**src/rtl/fifo_pkg.sv**
```systemverilog
// Shared helpers for the single-clock FIFO: pointer sizing, parameter checks and access decode.
package fifo_pkg;

  // Pointers carry one extra wrap bit above the address bits.
  function automatic int unsigned ptr_bits(input int unsigned ptr_width);
    return ptr_width + 1;
  endfunction

  function automatic bit is_pow2(input int unsigned value);
    return (value != 0) && ((value & (value - 1)) == 0);
  endfunction

  // Encoded as {read_accepted, write_accepted}.
  typedef enum logic [1:0] {
    OpNone  = 2'b00,
    OpWrite = 2'b01,
    OpRead  = 2'b10,
    OpBoth  = 2'b11
  } fifo_op_e;

endpackage

```
**src/rtl/fifo_dp_ram.sv**
```systemverilog
// FIFO storage: DEPTH x DATA_WIDTH array, synchronous write, asynchronous read. Not reset.
module fifo_dp_ram #(
  parameter int unsigned DATA_WIDTH = 8,
  parameter int unsigned PTR_WIDTH  = 4
) (
  input  logic                  i_w_clk,
  input  logic                  i_w_en,
  input  logic [PTR_WIDTH-1:0]  i_w_addr,
  input  logic [DATA_WIDTH-1:0] i_w_data,
  input  logic [PTR_WIDTH-1:0]  i_r_addr,
  output logic [DATA_WIDTH-1:0] o_r_data
);

  localparam int unsigned DEPTH = 1 << PTR_WIDTH;

  logic [DATA_WIDTH-1:0] r_mem [DEPTH];

  always_ff @(posedge i_w_clk) begin
    if (i_w_en) begin
      r_mem[i_w_addr] <= i_w_data;
    end
  end

  assign o_r_data = r_mem[i_r_addr];

endmodule

```
**src/rtl/sync_fifo_ctrl.sv**
```systemverilog
// Single-clock FIFO with pointer control, level, threshold flags and sticky error flags.
// Define SYNC_FIFO_FWFT_EN for first-word-fall-through output; default is registered read.
module sync_fifo_ctrl
  import fifo_pkg::*;
#(
  parameter int unsigned DATA_WIDTH = 8,
  parameter int unsigned PTR_WIDTH  = 4,
  parameter int unsigned DEPTH      = 16,
  parameter int unsigned AF_LEVEL   = 14,
  parameter int unsigned AE_LEVEL   = 2
) (
  input  logic                  clk,
  input  logic                  rst,
  input  logic                  w_en,
  input  logic [DATA_WIDTH-1:0] data_in,
  input  logic                  r_en,
  output logic [DATA_WIDTH-1:0] data_out,
  output logic                  data_valid,
  output logic                  full,
  output logic                  empty,
  output logic                  almost_full,
  output logic                  almost_empty,
  output logic [PTR_WIDTH:0]    level,
  output logic                  overflow,
  output logic                  underflow
);

  localparam int unsigned PW = ptr_bits(PTR_WIDTH);
  localparam logic [PW-1:0] LP_AF = PW'(AF_LEVEL);
  localparam logic [PW-1:0] LP_AE = PW'(AE_LEVEL);

  if (!is_pow2(DEPTH) || (DEPTH != (1 << PTR_WIDTH))) begin : g_depth_check
    $error("sync_fifo_ctrl: DEPTH must equal 2**PTR_WIDTH");
  end

  logic [PW-1:0]         r_wr_ptr;
  logic [PW-1:0]         r_rd_ptr;
  logic                  r_overflow;
  logic                  r_underflow;
  logic [PW-1:0]         w_level;
  logic                  w_full;
  logic                  w_empty;
  logic                  w_wr_acc;
  logic                  w_rd_acc;
  logic [DATA_WIDTH-1:0] w_rd_data;
  fifo_op_e              w_op;

  assign w_empty  = (r_wr_ptr == r_rd_ptr);
  assign w_full   = (r_wr_ptr[PW-1] != r_rd_ptr[PW-1]) &&
                    (r_wr_ptr[PTR_WIDTH-1:0] == r_rd_ptr[PTR_WIDTH-1:0]);
  assign w_level  = r_wr_ptr - r_rd_ptr;
  assign w_wr_acc = w_en & ~w_full;
  assign w_rd_acc = r_en & ~w_empty;
  assign w_op     = fifo_op_e'({w_rd_acc, w_wr_acc});

  always_ff @(posedge clk or posedge rst) begin
    if (rst) begin
      r_wr_ptr    <= '0;
      r_rd_ptr    <= '0;
      r_overflow  <= 1'b0;
      r_underflow <= 1'b0;
    end else begin
      unique case (w_op)
        OpNone:  begin end
        OpWrite: r_wr_ptr <= r_wr_ptr + 1'b1;
        OpRead:  r_rd_ptr <= r_rd_ptr + 1'b1;
        OpBoth: begin
          r_wr_ptr <= r_wr_ptr + 1'b1;
          r_rd_ptr <= r_rd_ptr + 1'b1;
        end
      endcase
      r_overflow  <= r_overflow | (w_en & w_full);
      // A read that coincides with a write into an empty FIFO is not an underflow.
      r_underflow <= r_underflow | (r_en & w_empty & ~w_en);
    end
  end

  fifo_dp_ram #(
    .DATA_WIDTH (DATA_WIDTH),
    .PTR_WIDTH  (PTR_WIDTH)
  ) u_ram (
    .i_w_clk  (clk),
    .i_w_en   (w_wr_acc),
    .i_w_addr (r_wr_ptr[PTR_WIDTH-1:0]),
    .i_w_data (data_in),
    .i_r_addr (r_rd_ptr[PTR_WIDTH-1:0]),
    .o_r_data (w_rd_data)
  );

`ifdef SYNC_FIFO_FWFT_EN
  assign data_out   = w_rd_data;
  assign data_valid = ~w_empty;
`else
  logic [DATA_WIDTH-1:0] r_data_out;
  logic                  r_data_valid;

  always_ff @(posedge clk or posedge rst) begin
    if (rst) begin
      r_data_out   <= '0;
      r_data_valid <= 1'b0;
    end else begin
      r_data_valid <= w_rd_acc;
      if (w_rd_acc) begin
        r_data_out <= w_rd_data;
      end
    end
  end

  assign data_out   = r_data_out;
  assign data_valid = r_data_valid;
`endif

  assign full         = w_full;
  assign empty        = w_empty;
  assign level        = w_level;
  assign almost_full  = (w_level >= LP_AF);
  assign almost_empty = (w_level <= LP_AE);
  assign overflow     = r_overflow;
  assign underflow    = r_underflow;

endmodule

```
**config.mk**
```make
export PLATFORM = sky130hd
export DESIGN_NAME = sync_fifo_ctrl
export DESIGN_NICKNAME = d
export VERILOG_FILES = /design/src/rtl/fifo_pkg.sv /design/src/rtl/fifo_dp_ram.sv /design/src/rtl/sync_fifo_ctrl.sv
export SDC_FILE = /design/constraint.sdc
export NUM_CORES = 1
export LEC_CHECK = 0
export ABC_AREA = 1
export CORE_UTILIZATION = 35
export DETAILED_ROUTE_END_ITERATION = 8
export PLACE_DENSITY = 0.53
export SLEW_MARGIN = 20
export SYNTH_ARGS = -nofsm -noshare
export SYNTH_HDL_FRONTEND = slang
export SYNTH_HIERARCHICAL = 1
export SYNTH_SLANG_ARGS = --single-unit
```
**constraint.sdc**
```tcl
create_clock -name clk -period 3.35 [get_ports clk]
set_input_delay 0.67 -clock clk [delete_from_list [all_inputs] [get_ports clk]]
set_output_delay 0.67 -clock clk [all_outputs]
set_load 0.02 [all_outputs]
```
* After elaboration in Yosys (flattened, before gate mapping)
Memory sizes are Yosys's and may differ from the RTL's. A register that Yosys moved wholly into a read port is not among the register bits.
Index checks and enable logic that the tools add are counted.
** Word-level totals
- Bits in registers :: 13
- Bits in writable memories :: 128
- Bits of input ports :: 12
- Logic and storage cells :: 32
- Memories :: 1
** Cells by class
- Add/subtract/negate cells :: 3
- Order comparisons :: 2
- Equal/unequal tests :: 6
- Mux-type cells :: 2
- Bitwise gates (word level) :: 10
- Reduce and logical (&&, ||, !) cells :: 3
** Memories
- u_ram.r_mem :: words 16, bits a word 8, rd ports 1, clocked after Yosys merged registers in 1, write ports 1, line fifo_dp_ram.sv:16 : logic [DATA_WIDTH-1:0] r_mem [DEPTH];
** Operators by type and width (count)
- 5-bit by 1-bit adder with 5-bit output (second input constant) :: 2
- 1-bit AND :: 5
- 5-bit == test :: 1
- 5-bit by 4-bit >= comparator with 1-bit output (second input constant) :: 1
- 5-bit by 2-bit less-or-equal comparator with 1-bit output (second input constant) :: 1
- 5-bit subtractor :: 1
- 2-bit == test (second input constant) :: 2
- 4-bit == test :: 1
- 2-bit OR reduction :: 2
- 1-bit inverter :: 3
- 2-bit by 1-bit == test with 1-bit output (second input constant) :: 1
- 1-bit 2-to-1 mux :: 2
- 1-bit bitwise OR :: 2
- 1-bit logical AND :: 1
- 1-bit != test :: 1

* Logic depth before layout (Yosys ltp)
- Depth in word-level cells :: 6
- Gate-level depth with buffers :: 10
- Mapped depth without buffers :: 10

* Modules after synthesis
The synthesis kept the hierarchy.
** Modules (own cells, without submodules)
- fifo_dp_ram :: times used 1, cells each 543, area an instance 5606.6 um^2, seq. area each 3843.7 um^2
- sync_fifo_ctrl :: times used 1, cells each 154, area an instance 1213.7 um^2, seq. area each 525.5 um^2

* Worst setup path before layout
OpenSTA, ideal clock, no wires.
- Kind :: flip-flop to output port
- Start point :: reg r_wr_ptr[0]
- End point :: out almost_empty
- Arrival :: 1.855 ns
- Data required time :: 2.680 ns
- Slack :: 0.825 ns
- Stages on the path, launching flop included :: 10
- Buffers on the path :: 0
- Cells stage by stage :: dfrtp_1 > inv_1 > ha_1 > inv_1 > fa_1 > inv_1 > nor2_1 > a21oi_1 > nand3_1 > nor2_1
** On the way
- Cells in the longest elaborated chain, start to end :: 2
** RTL lines
- start, declared :: line sync_fifo_ctrl.sv:36 : logic [PW-1:0] r_wr_ptr;
- start signal, assigned :: line sync_fifo_ctrl.sv:65 : OpWrite: r_wr_ptr <= r_wr_ptr + 1'b1;
- start signal, assigned :: line sync_fifo_ctrl.sv:68 : r_wr_ptr <= r_wr_ptr + 1'b1;
- 5-bit subtractor :: line sync_fifo_ctrl.sv:51 : assign w_level = r_wr_ptr - r_rd_ptr;
- net level[1] :: line sync_fifo_ctrl.sv:23 : output logic [PTR_WIDTH:0] level,
- 5-bit by 2-bit less-or-equal comparator with 1-bit output :: line sync_fifo_ctrl.sv:117 : assign almost_empty = (w_level <= LP_AE);
- end, declared :: line sync_fifo_ctrl.sv:22 : output logic almost_empty,
The timed path passes the listed nets, and every way through them passes these cells.

* Final worst setup path
- Start point :: reg r_wr_ptr[2]
- End point :: out empty
** On the way
- Cells in the longest elaborated chain, start to end :: 1
** RTL lines
- 5-bit == test :: line sync_fifo_ctrl.sv:48 : assign w_empty = (r_wr_ptr == r_rd_ptr);
- end, declared :: line sync_fifo_ctrl.sv:20 : output logic empty,
Every way passes these cells.

==> impl_metrics.py <==
metrics = {
    "clock_network": {
        "cts-buffers-inserted": 17,
        "clk_latency_ns": 0.42,
        "cts_buffer_depth": 2,
        "htreeDepth": 4,
        "cts_setup_buffers": 0,
        "path_clk_slew_ns": 0.06,
        "cts.sinks": 149,
        "ctsHoldBuffers": 0,
        "clock-root-buffer": "clkbuf_16",
        "cts_tree": "built",
    },
    "synth": {
        "synth_top_area_share_pct": 56.36,
        "synthArstFlopShare_pct": 14.09,
        "synth_commonest_cells": "225 x nand2_1, 128 x edfxtp_1, 126 x nand3_1",
        "synth_cell_types": 22,
        "ys_ff_latch": 149,
        "synth.area.top_cells": "edfxtp_1 56%, nand2_1 12%, nand3_1 9.2%, dfrtp_1 7.7%, inv_1 6.6%",
        "synth_edf_count": 128,
        "synth_cells": 697,
        "synth-seq-area-share_pct": 64.06,
        "synthesis.area_mm2": 0.006820,
        "synth.largest_area_cell": "edfxtp_1",
        "yosys_warnings": 6,
        "avgSynthCellArea_um2": 9.785,
        "synth.most_common_cell": "nand2_1",
        "ys.flop_type": "edfxtp_1",
        "synth_nets": 716,
    },
    "sta": {
        "setup_violations": 0,
        "drv_slew": 0,
        "worst_slew_pin_slew_ns": 0.8086,
        "timing.slew.headroom_pct": 46.03,
        "fin_skew_ns": 0.005291,
        "min_period_ns": 3.192,
        "finalSetupTns_ns": 0,
        "hold_viol": 0,
        "rsz0062_at_grt": "no",
        "fmax_mhz": 313.2,
        "post-route-period-util_pct": 95.30,
    },
    "worst_setup_path": {
        "r2r-start": "r_wr_ptr[2]$_DFFE_PP0P_",
        "r2r-end": "u_ram/r_mem[14][4]$_DFFE_PP_",
        "cp.required_ns": 2.68,
        "critical_path_class": "reg -> out",
        "cp-end-kind": "primary output",
        "rrSetupSlack_ns": 0.74,
        "start_kind": "flip-flop",
        "reg2regPathDepth": 9,
        "critPathMaxFanout": 16,
        "worst_ep_arrival_time_ns": 2.52,
    },
    "floorplan": {
        "ios": 32,
        "die_h_um": 141.6,
        "die_x_um": 141.6,
        "num_rows": 50,
        "dieArea_mm2": 0.02005,
        "core_mm2": 0.01889,
        "initial_core_util_pct": 36.10,
    },
    "final_layout": {
        "diodes": 0,
        "stdcell_area_mm2": 0.008063,
        "fill_cells": 1832,
        "area_delta_synth_final_pct": 18.22,
        "register_area_mm2": 0.004370,
        "final_cells": 1015,
        "drive_gt1_share_pct": 7.417,
        "post-route-util_pct": 42.68,
        "multi_input_area_mm2": 0.001804,
        "nNetsFinal": 762,
    },
    "detailed_routing": {
        "wire_per_inst_um": 15.80,
        "num_vias": 4692,
        "ant_nets": 0,
        "viasPerCell": 4.623,
        "drc_errors": 0,
        "routed_wl_um": 16040,
        "drtPass1Iterations": 5,
        "drt-initial-drc-count": 344,
    },
    "global_routing": {
        "busiest_layer": "met2",
        "grt_util_met2_pct": 27.51,
        "met3_usage_pct": 3.004,
        "overflow": 0,
        "grt_usage_pct": 17.30,
        "grt_antenna_before_repair": 0,
        "grt_max_degree": 70,
        "grt_pass1_wl_um": 25730,
        "grt_pass1_vias": 4612,
        "grt_util_met1_pct": 23.42,
    },
    "placed_design": {
        "io_buffers": 31,
        "place_hpwl_um": 9951,
        "place_area_mm2": 0.007441,
        "place_congestion": 0.8645,
        "dp_cells": 984,
    },
    "hold_path": {
        "min_to": "data_out[6]$_DFFE_PP0P_",
        "min-delay-start": "data_out[6]$_DFFE_PP0P_",
        "hold_path_depth": 2,
        "min_path_type": "reg -> reg",
    },
    "power_and_ir_drop": {
        "vdd_ir_drop_max_v": 0.0004290,
        "leakagePower_uw": 0.003577,
        "pwr_density_cell_mw_per_mm2": 912.7,
    },
    "run_status": {
        "status": "finished, final reports clean",
    },
    "job": {
        "cap_violations": 0,
    },
}
worst max path at each step:
stage	slack [ns]	end	startpoint	depth (start not counted)
6_report	0.16	empty	r_wr_ptr[2]$_DFFE_PP0P_	6
5_1_grt	0.02	empty	r_wr_ptr[2]$_DFFE_PP0P_	6
4_1_cts	0.006	almost_full	r_wr_ptr[0]$_DFFE_PP0P_	10
3_5_place_dp	0.43	almost_empty	r_wr_ptr[0]$_DFFE_PP0P_	10
3_3_place_gp	0.45	almost_empty	r_wr_ptr[0]$_DFFE_PP0P_	10
2_1_floorplan	0.82	almost_empty	r_wr_ptr[0]$_DFFE_PP0P_	9
per-layer routing:
| layer | up-vias | part of all wire (%) | wire, um |
|---|---|---|---|
| li1 | 2321 | - | - |
| met1 | 2246 | 47 | 7541 |
| met2 | 105 | 47 | 7618 |
| met3 | 20 | 3.8 | 617 |
| met4 | 0 | 1.6 | 261 |
| met5 | - | 0 | 0 |
flip-flops by register name, indices dropped and copies added, names as in the netlist:
| signal | cells |
|---|---|
| data_out | 8 |
| data_valid | 1 |
| overflow | 1 |
| r_rd_ptr | 5 |
| r_wr_ptr | 5 |
| u_ram/r_mem | 128 |
| underflow | 1 |
cells by family (layout without fill, tap and decap cells):
group                    after synthesis  in the layout  share of synthesized area (%)
AND/OR/NAND/NOR                      379            379                          23.59
adder cells (fa/ha/maj)                7              7                          1.394
flip-flops                           149            149                          64.06
buffers and inverters                149            207                          9.484
AO/OA/AOI/OAI                          5              5                         0.4402
XOR/XNOR                               8              8                          1.027
worst max-delay path, cell delays in order, from the launching register on:
cell and delay, ns:
dfrtp_1 0.48, ha_1 0.43, nand2_1 0.10, nor2_2 0.16, nand2_2 0.23, inv_1 0.12, clkdlybuf4s50_1 0.60
where the power goes:
group	switching, uW	internal (uW)
sequential	127	2280
combinational	1950	990
clock	714	1300
total	2790	4570
cell usage in the layout (no fill, tap or decap), types with 4 or more instances in the layout:
cell type	count
xor2_1	7
buf_4	23
nand3_1	126
bufinv_16	5
ha_1	6
edfxtp_1	128
nand2_1	225
clkbuf_16	17
clkinv_1	4
dfrtp_1	20
clkdlybuf4s50_1	28
inv_1	120
nor2_1	20
metrics by stage:
| step | hold WS (ns) | total power [uW] | setup slack (ns) |
|---|---|---|---|
| CTS | 0.4785 | 7420 | 0.005993 |
| floorplan | 0.4899 | 4420 | 0.8248 |
| global route | 0.5072 | 7804 | 0.01513 |
| global placement | 0.4613 | 5346 | 0.4465 |
| detailed placement | 0.4637 | 5397 | 0.4332 |
| finish | 0.4748 | 7359 | 0.1575 |
repair_timing:
item,CTS,global route
pin swaps,0,0
endpoints found under the setup margin,1,2
gates resized for setup,1,2
endpoints found under the hold margin,0,0
final cells by class:
cell class                      instances  share of cell area, %
Tap cell                              260                  4.035
Inverter                              122                  5.680
Multi-Input combinational cell        399                  22.38
Clock inverter                         12                  2.297
Timing Repair Buffer                   54                  6.037
Sequential cell                       149                  54.21
Clock buffer                           19                  5.369
Note: power is estimated with default switching activity, not from simulation.
